--- config.mk ---
export PLATFORM = sky130hd
export DESIGN_NAME = seg7_readback
export DESIGN_NICKNAME = d
export VERILOG_FILES = /design/src/rtl/seg7_pkg.sv /design/src/rtl/seg7_decode.sv /design/src/rtl/seg7_readback.sv
export SDC_FILE = /design/constraint.sdc
export NUM_CORES = 1
export LEC_CHECK = 0
export CAP_MARGIN = 0
export CELL_PAD_IN_SITES_DETAIL_PLACEMENT = 0
export CELL_PAD_IN_SITES_GLOBAL_PLACEMENT = 1
export CORE_MARGIN = 8
export CORE_UTILIZATION = 43
export CTS_BUF_LIST = sky130_fd_sc_hd__clkbuf_4
export DETAILED_ROUTE_END_ITERATION = 8
export PLACE_DENSITY_LB_ADDON = 0.1
export SLEW_MARGIN = 20
export SYNTH_ARGS = -nofsm -noshare
export SYNTH_HDL_FRONTEND = slang
export SYNTH_SLANG_ARGS = --single-unit
--- constraint.sdc ---
create_clock -name TIMER -period 3.5 [get_ports TIMER]
set_input_delay 0.7 -clock TIMER [delete_from_list [all_inputs] [get_ports TIMER]]
set_output_delay 0.7 -clock TIMER [all_outputs]
set_load 0.01 [all_outputs]
--- src/rtl/seg7_pkg.sv ---
// Shared definitions for the seven-segment readback slice: segment patterns
// (bit0=a .. bit6=g, bit7=dp), BCD digit type, receiver states and a
// 4-digit BCD increment helper used by the optional sequence check.
package seg7_pkg;

   localparam logic [7:0] SEG_0 = 8'h3F;
   localparam logic [7:0] SEG_1 = 8'h06;
   localparam logic [7:0] SEG_2 = 8'h5B;
   localparam logic [7:0] SEG_3 = 8'h4F;
   localparam logic [7:0] SEG_4 = 8'h66;
   localparam logic [7:0] SEG_5 = 8'h6D;
   localparam logic [7:0] SEG_6 = 8'h7D;
   localparam logic [7:0] SEG_7 = 8'h07;
   localparam logic [7:0] SEG_8 = 8'h7F;
   localparam logic [7:0] SEG_9 = 8'h6F;

   typedef logic [3:0] bcd_t;

   typedef enum logic [1:0] {
      SETTLE = 2'd0,
      STABLE = 2'd1,
      ERROR  = 2'd2
   } state_t;

   // 16-bit packed BCD plus one; 9999 wraps to 0000.
   function automatic logic [15:0] bcd_inc4(input logic [15:0] v);
      logic [15:0] r;
      logic        carry;
      r     = v;
      carry = 1'b1;
      for (int i = 0; i < 4; i++) begin
         if (carry == 1'b1) begin
            if (r[i*4 +: 4] == 4'd9) begin
               r[i*4 +: 4] = 4'd0;
            end else begin
               r[i*4 +: 4] = r[i*4 +: 4] + 4'd1;
               carry       = 1'b0;
            end
         end
      end
      return r;
   endfunction

endpackage

--- src/rtl/seg7_decode.sv ---
// Single-digit seven-segment decoder: exact match of segments a..g against
// the ten digit patterns; the decimal point is ignored. Anything else,
// including a blank digit, is reported as invalid.
module seg7_decode
   import seg7_pkg::*;
(
   input  logic [7:0] seg,
   output logic       valid,
   output bcd_t       digit
);

   logic [7:0] seg_m;
   logic       dp_unused;

   assign seg_m     = {1'b0, seg[6:0]};
   assign dp_unused = seg[7];

   // Pattern lookup; unmatched patterns flag invalid and return digit 0.
   always_comb begin
      valid = 1'b1;
      digit = 4'd0;
      case (seg_m)
         SEG_0:   digit = 4'd0;
         SEG_1:   digit = 4'd1;
         SEG_2:   digit = 4'd2;
         SEG_3:   digit = 4'd3;
         SEG_4:   digit = 4'd4;
         SEG_5:   digit = 4'd5;
         SEG_6:   digit = 4'd6;
         SEG_7:   digit = 4'd7;
         SEG_8:   digit = 4'd8;
         SEG_9:   digit = 4'd9;
         default: begin
            valid = 1'b0;
            digit = 4'd0;
         end
      endcase
   end

endmodule

--- src/rtl/seg7_readback.sv ---
// Seven-segment display bus receiver: samples four digit patterns, waits for
// them to hold still, decodes to BCD and offers each new stable value over a
// VALID/READY handshake. Non-digit patterns are reported on BAD_PATTERN /
// BAD_DIGIT. Optional build macro SEG7_SEQ_CHECK_EN adds SEQ_ERR, a one-cycle
// flag on any capture that is neither last+1 (BCD, with wrap) nor 0000.
module seg7_readback
   import seg7_pkg::*;
#(
   parameter int unsigned STABLE_CYCLES = 4,
   parameter int unsigned CNT_W         = 3
)(
   input  logic        TIMER,
   input  logic        BUTTON,
   input  logic [7:0]  A0,
   input  logic [7:0]  A1,
   input  logic [7:0]  A2,
   input  logic [7:0]  A3,
   output logic [15:0] VALUE,
   output logic        VALID,
   input  logic        READY,
   output logic        BAD_PATTERN,
   output logic [1:0]  BAD_DIGIT,
   output logic        SEQ_ERR
);

   localparam logic [CNT_W-1:0] CNT_MAX  = CNT_W'(STABLE_CYCLES);
   localparam logic [CNT_W-1:0] CNT_ONE  = CNT_W'(1);
   localparam logic [CNT_W-1:0] CNT_ZERO = CNT_W'(0);

   logic [27:0]      a_masked;
   logic             dp_unused;
   logic [27:0]      s_d, s_q;
   logic [CNT_W-1:0] cnt_d, cnt_q;
   state_t           state_d, state_q;
   logic [15:0]      value_d, value_q;
   logic             valid_d, valid_q;
   logic             has_last_d, has_last_q;
   logic             bad_pattern_d, bad_pattern_q;
   logic [1:0]       bad_digit_d, bad_digit_q;
   logic [3:0]       dig_valid;
   logic [15:0]      decoded;
   logic             all_valid;
   logic             changed;
   logic             capture;
   logic [1:0]       lowest_bad;

   // Decimal points never take part in comparison or decoding.
   assign a_masked  = {A3[6:0], A2[6:0], A1[6:0], A0[6:0]};
   assign dp_unused = ^{A3[7], A2[7], A1[7], A0[7]};
   assign changed   = (a_masked != s_q);
   assign all_valid = &dig_valid;

   // Decode the held sample, not the live inputs, so decode matches what was compared.
   for (genvar g = 0; g < 4; g++) begin : g_dec
      seg7_decode u_dec (
         .seg   ({1'b0, s_q[g*7 +: 7]}),
         .valid (dig_valid[g]),
         .digit (decoded[g*4 +: 4])
      );
   end

   // Priority pick of the lowest-numbered digit that failed to decode.
   always_comb begin
      lowest_bad = 2'd0;
      if (!dig_valid[0]) begin
         lowest_bad = 2'd0;
      end else if (!dig_valid[1]) begin
         lowest_bad = 2'd1;
      end else if (!dig_valid[2]) begin
         lowest_bad = 2'd2;
      end else begin
         lowest_bad = 2'd3;
      end
   end

   // Stability tracking, state transitions, capture and handshake for this edge.
   always_comb begin
      s_d           = a_masked;
      cnt_d         = cnt_q;
      state_d       = state_q;
      value_d       = value_q;
      valid_d       = valid_q;
      has_last_d    = has_last_q;
      bad_pattern_d = 1'b0;
      bad_digit_d   = 2'd0;
      capture       = 1'b0;

      if (changed) begin
         cnt_d = CNT_ZERO;
      end else if (cnt_q != CNT_MAX) begin
         cnt_d = cnt_q + CNT_ONE;
      end else begin
         cnt_d = cnt_q;
      end

      case (state_q)
         SETTLE: begin
            if (!changed && (cnt_q == CNT_MAX)) begin
               if (all_valid) begin
                  state_d = STABLE;
               end else begin
                  state_d = ERROR;
               end
            end else begin
               state_d = SETTLE;
            end
         end
         STABLE, ERROR: begin
            if (changed) begin
               state_d = SETTLE;
            end else begin
               state_d = state_q;
            end
         end
         default: state_d = SETTLE;
      endcase

      // Capture on the edge that enters STABLE as well as any later edge that
      // stays there, so a capture held off by a full slot is only deferred.
      capture = (state_d == STABLE)
              && (!has_last_q || (decoded != value_q))
              && (!valid_q || READY);

      if (capture) begin
         value_d    = decoded;
         valid_d    = 1'b1;
         has_last_d = 1'b1;
      end else if (valid_q && READY) begin
         valid_d = 1'b0;
      end else begin
         valid_d = valid_q;
      end

      if (state_d == ERROR) begin
         bad_pattern_d = 1'b1;
         bad_digit_d   = lowest_bad;
      end else begin
         bad_pattern_d = 1'b0;
         bad_digit_d   = 2'd0;
      end
   end

   // Receiver registers; reset drops any pending capture and forgets the last value.
   always_ff @(posedge TIMER or negedge BUTTON) begin
      if (!BUTTON) begin
         s_q           <= 28'd0;
         cnt_q         <= CNT_ZERO;
         state_q       <= SETTLE;
         value_q       <= 16'd0;
         valid_q       <= 1'b0;
         has_last_q    <= 1'b0;
         bad_pattern_q <= 1'b0;
         bad_digit_q   <= 2'd0;
      end else begin
         s_q           <= s_d;
         cnt_q         <= cnt_d;
         state_q       <= state_d;
         value_q       <= value_d;
         valid_q       <= valid_d;
         has_last_q    <= has_last_d;
         bad_pattern_q <= bad_pattern_d;
         bad_digit_q   <= bad_digit_d;
      end
   end

   assign VALUE       = value_q;
   assign VALID       = valid_q;
   assign BAD_PATTERN = bad_pattern_q;
   assign BAD_DIGIT   = bad_digit_q;

`ifdef SEG7_SEQ_CHECK_EN
   logic seq_err_d, seq_err_q;

   // Flag a capture that neither continues the count nor restarts it at zero.
   always_comb begin
      seq_err_d = 1'b0;
      if (capture && has_last_q
          && (decoded != bcd_inc4(value_q)) && (decoded != 16'h0000)) begin
         seq_err_d = 1'b1;
      end else begin
         seq_err_d = 1'b0;
      end
   end

   // One-cycle sequence-error register, aligned with VALID rising.
   always_ff @(posedge TIMER or negedge BUTTON) begin
      if (!BUTTON) begin
         seq_err_q <= 1'b0;
      end else begin
         seq_err_q <= seq_err_d;
      end
   end

   assign SEQ_ERR = seq_err_q;
`else
   assign SEQ_ERR = 1'b0;
`endif

endmodule
==> summary.md <==
| Metric | Value |
|---|---|
| Status | `completed` |
| Starting DRT DRC Count | `~150` |
| Max Root-Sink Buffers | `2` |
| P_leak | `about 1.7 nW` |
| RSZ-0062 raised after global routing | `false` |
| Critical path fanouts, max | `11` |
| CTS tree | `yes` |
| Syn Inst Count | `between 300 and 400` |
| PD cells | `around 270 mW/mm2` |
| Post-placement cell area | `just under 0.004 mm2` |
| First-pass GRT wire length | `12900 um` |
| Worst hold path class | `in -> async` |
| Clock sink count | `54` |
| Final hold violations | `0` |
| Max-slew violations | `0` |
| Area Growth Syn to Fin | `19.9%` |
| Fmax | `between 300 and 400 MHz` |
| Number of global-route vias before repair | `2542` |
| Register-to-register setup slack | `approximately 0.41 ns` |
| CP bufs+invs | `4` |
| Slew @ Worst Pin | `0.604 ns` |
| Num rows | `32` |
| Setup TNS | `0 ns` |
| Post-CTS sizing | `0` |
| Final Setup Violations | `0` |
| Die area | `0.0107 mm2` |
| Initial Util | `about 44%` |
| Register area share after synthesis | `about two fifths` |
| CP Cell Sequence | `clkdlybuf4s50_1, xor2_1, nor4_1, buf_4, nand4_1, a2111oi_2, buf_4, a32oi_2, a2111oi_4, buf_12, mux2_4` |
| Register area | `about 0.0014 mm2` |
| Most common library cell in the layout ignoring fill and taps | `dfrtp_1` |
| DRC | `0` |
| Input/output buffers | `50` |
| Diodes inserted | `0` |
| Final core occ | `52.3%` |
| Max VDD drop | `117 uV` |
| Crit path capture type | `flip-flop` |
| CP top delay family | `buffers and inverters` |
| Largest net degree at the start of global routing | `30` |
| Hold_ws | `around 0.31 ns` |
| Core box area | `between 0.007 and 0.008 mm2` |
| Wire per inst | `16.3 um` |
| CP arrival | `about 3.5 ns` |
| Post-route ant nets | `0` |
| Tmin final | `3.23 ns` |
| Slew HR | `roughly three fifths` |
| Most frequent cells in the layout | `54 x dfrtp_1, 49 x clkdlybuf4s50_1, 31 x xor2_1` |
| Layout cells sized above 1 | `11.3%` |
| Gr ovfl total | `0` |
| Crit start category | `input port` |
| Syn Area/Cell | `just over 10 um2` |
| Yosys cell types | `70` |
| Multi-input combinational cell area | `0.00176 mm2` |
| TritonCTS buffer count | `5` |
| Die H | `around 100 um` |
| Crit-path slowest cell | `clkdlybuf4s50_1` |
| Clock Latency Late Sink | `0.37 ns` |
| Number of flops mapped to enable cells by yosys | `0` |
| Nets@finish | `just over 400` |
| H-tree Lvls | `2` |
| Via density | `roughly 5.4` |
| Ports | `between 50 and 60` |
| RD Place Congestion | `around 0.84` |
| Fillers | `700` |
| Design area | `~0.004 mm2` |
| Vias | `roughly 2.6k` |
| Clock root cell | `clkbuf_4` |
| Slowest stage delay, CP | `between 0.4 and 0.5 ns` |
| Synth Register Bits | `54` |
| Yosys warns | `0` |
| Clk slew on worst S/H paths | `approximately 0.15 ns` |
| Max-cap violation count | `0` |
| Drt first pass iters | `4` |
| Top cell by count, worst path | `buf_4` |
| Initial antenna violation count | `0` |
| Top FF cell, synth | `dfrtp_1` |
| Hold_buf cts | `0` |
| Crit Path Class | `in -> reg` |
| FFs w/ async S/R, synth | `100%` |
| Fin crit share | `92.2%` |
| Skew final | `around 0.016 ns` |
| Die width | `about 100 um` |
| Required time worst endpoint | `3.76 ns` |
| Total GRT Usage | `14.6%` |
| Syn Std Cell Area | `0.00330 mm2` |
| Routed wire length | `approximately 7700 um` |
| Detailed Place HPWL | `about 6000 um` |
| Number of post-CTS setup repair buffers | `0` |
| Mapped Nets | `between 300 and 400` |
## layer usage
| layer | wire (um) | global-route usage, % | part of all wire (%) |
|---|---|---|---|
| met5 | 0 | 0 | 0 |
| met4 | 125 | 4.72 | 1.6 |
| met3 | 294 | 3.28 | 3.8 |
| met2 | 3440 | 21.8 | 45 |
| met1 | 3870 | 20.3 | 50 |
## through the flow
step | instances | total power, mW | setup slack, ns
CTS | 475 | 1.11 | 0.181
finish | 475 | 1.09 | 0.274
global route | 475 | 1.14 | 0.0845
global placement | 468 | 0.823 | -0.136
detailed placement | 468 | 0.824 | -0.199
floorplan | 326 | 0.753 | 0.481
## layout make-up
cell class | count | area share (%)
clock buffer | 7 | 1.33
inverter | 19 | 1.80
sequential | 54 | 34.1
timing repair buffer | 62 | 15.1
tap | 102 | 3.22
multi-input combinational | 231 | 44.4
## kinds of logic (layout without fill, tap and decap cells)
| kind of cell | after synthesis | count (layout) | synth area share, % |
|---|---|---|---|
| other | 1 | 1 | 0.114 |
| AOI/OAI and AO/OA | 58 | 58 | 13.5 |
| buffers and inverters | 41 | 88 | 6.02 |
| adders and majority gates | 4 | 4 | 1.52 |
| DFF | 54 | 54 | 40.9 |
| xor gates and xnor gates | 42 | 42 | 11.1 |
| muxes | 18 | 18 | 6.25 |
| and+or+nand+nor | 108 | 108 | 20.6 |
## synth_stat cells (all sizes together) (4+ instances only)
| cell | count | area [um2] |
|---|---|---|
| a31oi | 5 | 31.3 |
| nor2b | 4 | 25.0 |
| o21ai | 8 | 40.0 |
| nand4 | 6 | 37.5 |
| xnor2 | 11 | 96.3 |
| dfrtp | 54 | 1350 |
| nand3 | 12 | 60.1 |
| clkbuf | 8 | 30.0 |
| nor4 | 8 | 56.3 |
| inv | 19 | 71.3 |
| nand4b | 4 | 35.0 |
| a211oi | 4 | 30.0 |
| ha | 4 | 50.1 |
| and3 | 7 | 48.8 |
| nand2 | 13 | 48.8 |
| buf | 14 | 97.6 |
| nor3 | 5 | 25.0 |
| or2 | 5 | 31.3 |
| mux2i | 12 | 120 |
| a21oi | 12 | 60.1 |
| nor2 | 14 | 52.6 |
| xor2 | 31 | 272 |
| mux2 | 6 | 86.3 |
## final timing paths
path / from / end / cells after the start
max: A2[3] / VALUE[7]$_DFFE_PN0P_ / 11
min: BUTTON / s_q[2]$_DFF_PN0_ / 1
max reg2reg: s_q[13]$_DFF_PN0_ / VALUE[7]$_DFFE_PN0P_ / 9
min reg2reg: has_last_q$_DFFE_PN0P_ / has_last_q$_DFFE_PN0P_ / 1
max in group asynchronous: BUTTON / VALUE[13]$_DFFE_PN0P_ / 2
min in group TIMER: has_last_q$_DFFE_PN0P_ / has_last_q$_DFFE_PN0P_ / 1
## flip-flops by register name, indices dropped and copies added, names as in the netlist
| name | cells |
|---|---|
| BAD_PATTERN | 1 |
| s_q | 28 |
| state_q | 2 |
| has_last_q | 1 |
| cnt_q | 3 |
| VALID | 1 |
| BAD_DIGIT | 2 |
| VALUE | 16 |
## report_power, final
group / total, mW / internal [mW] / switching, mW / leakage [nW]
registers: 0.678 / 0.640 / 0.0383 / 0.632
logic: 0.134 / 0.0707 / 0.0633 / 0.994
clock network: 0.275 / 0.0918 / 0.183 / 0.0322
total: 1.09 / 0.803 / 0.285 / 1.66
(Power assumes the default switching activity.)
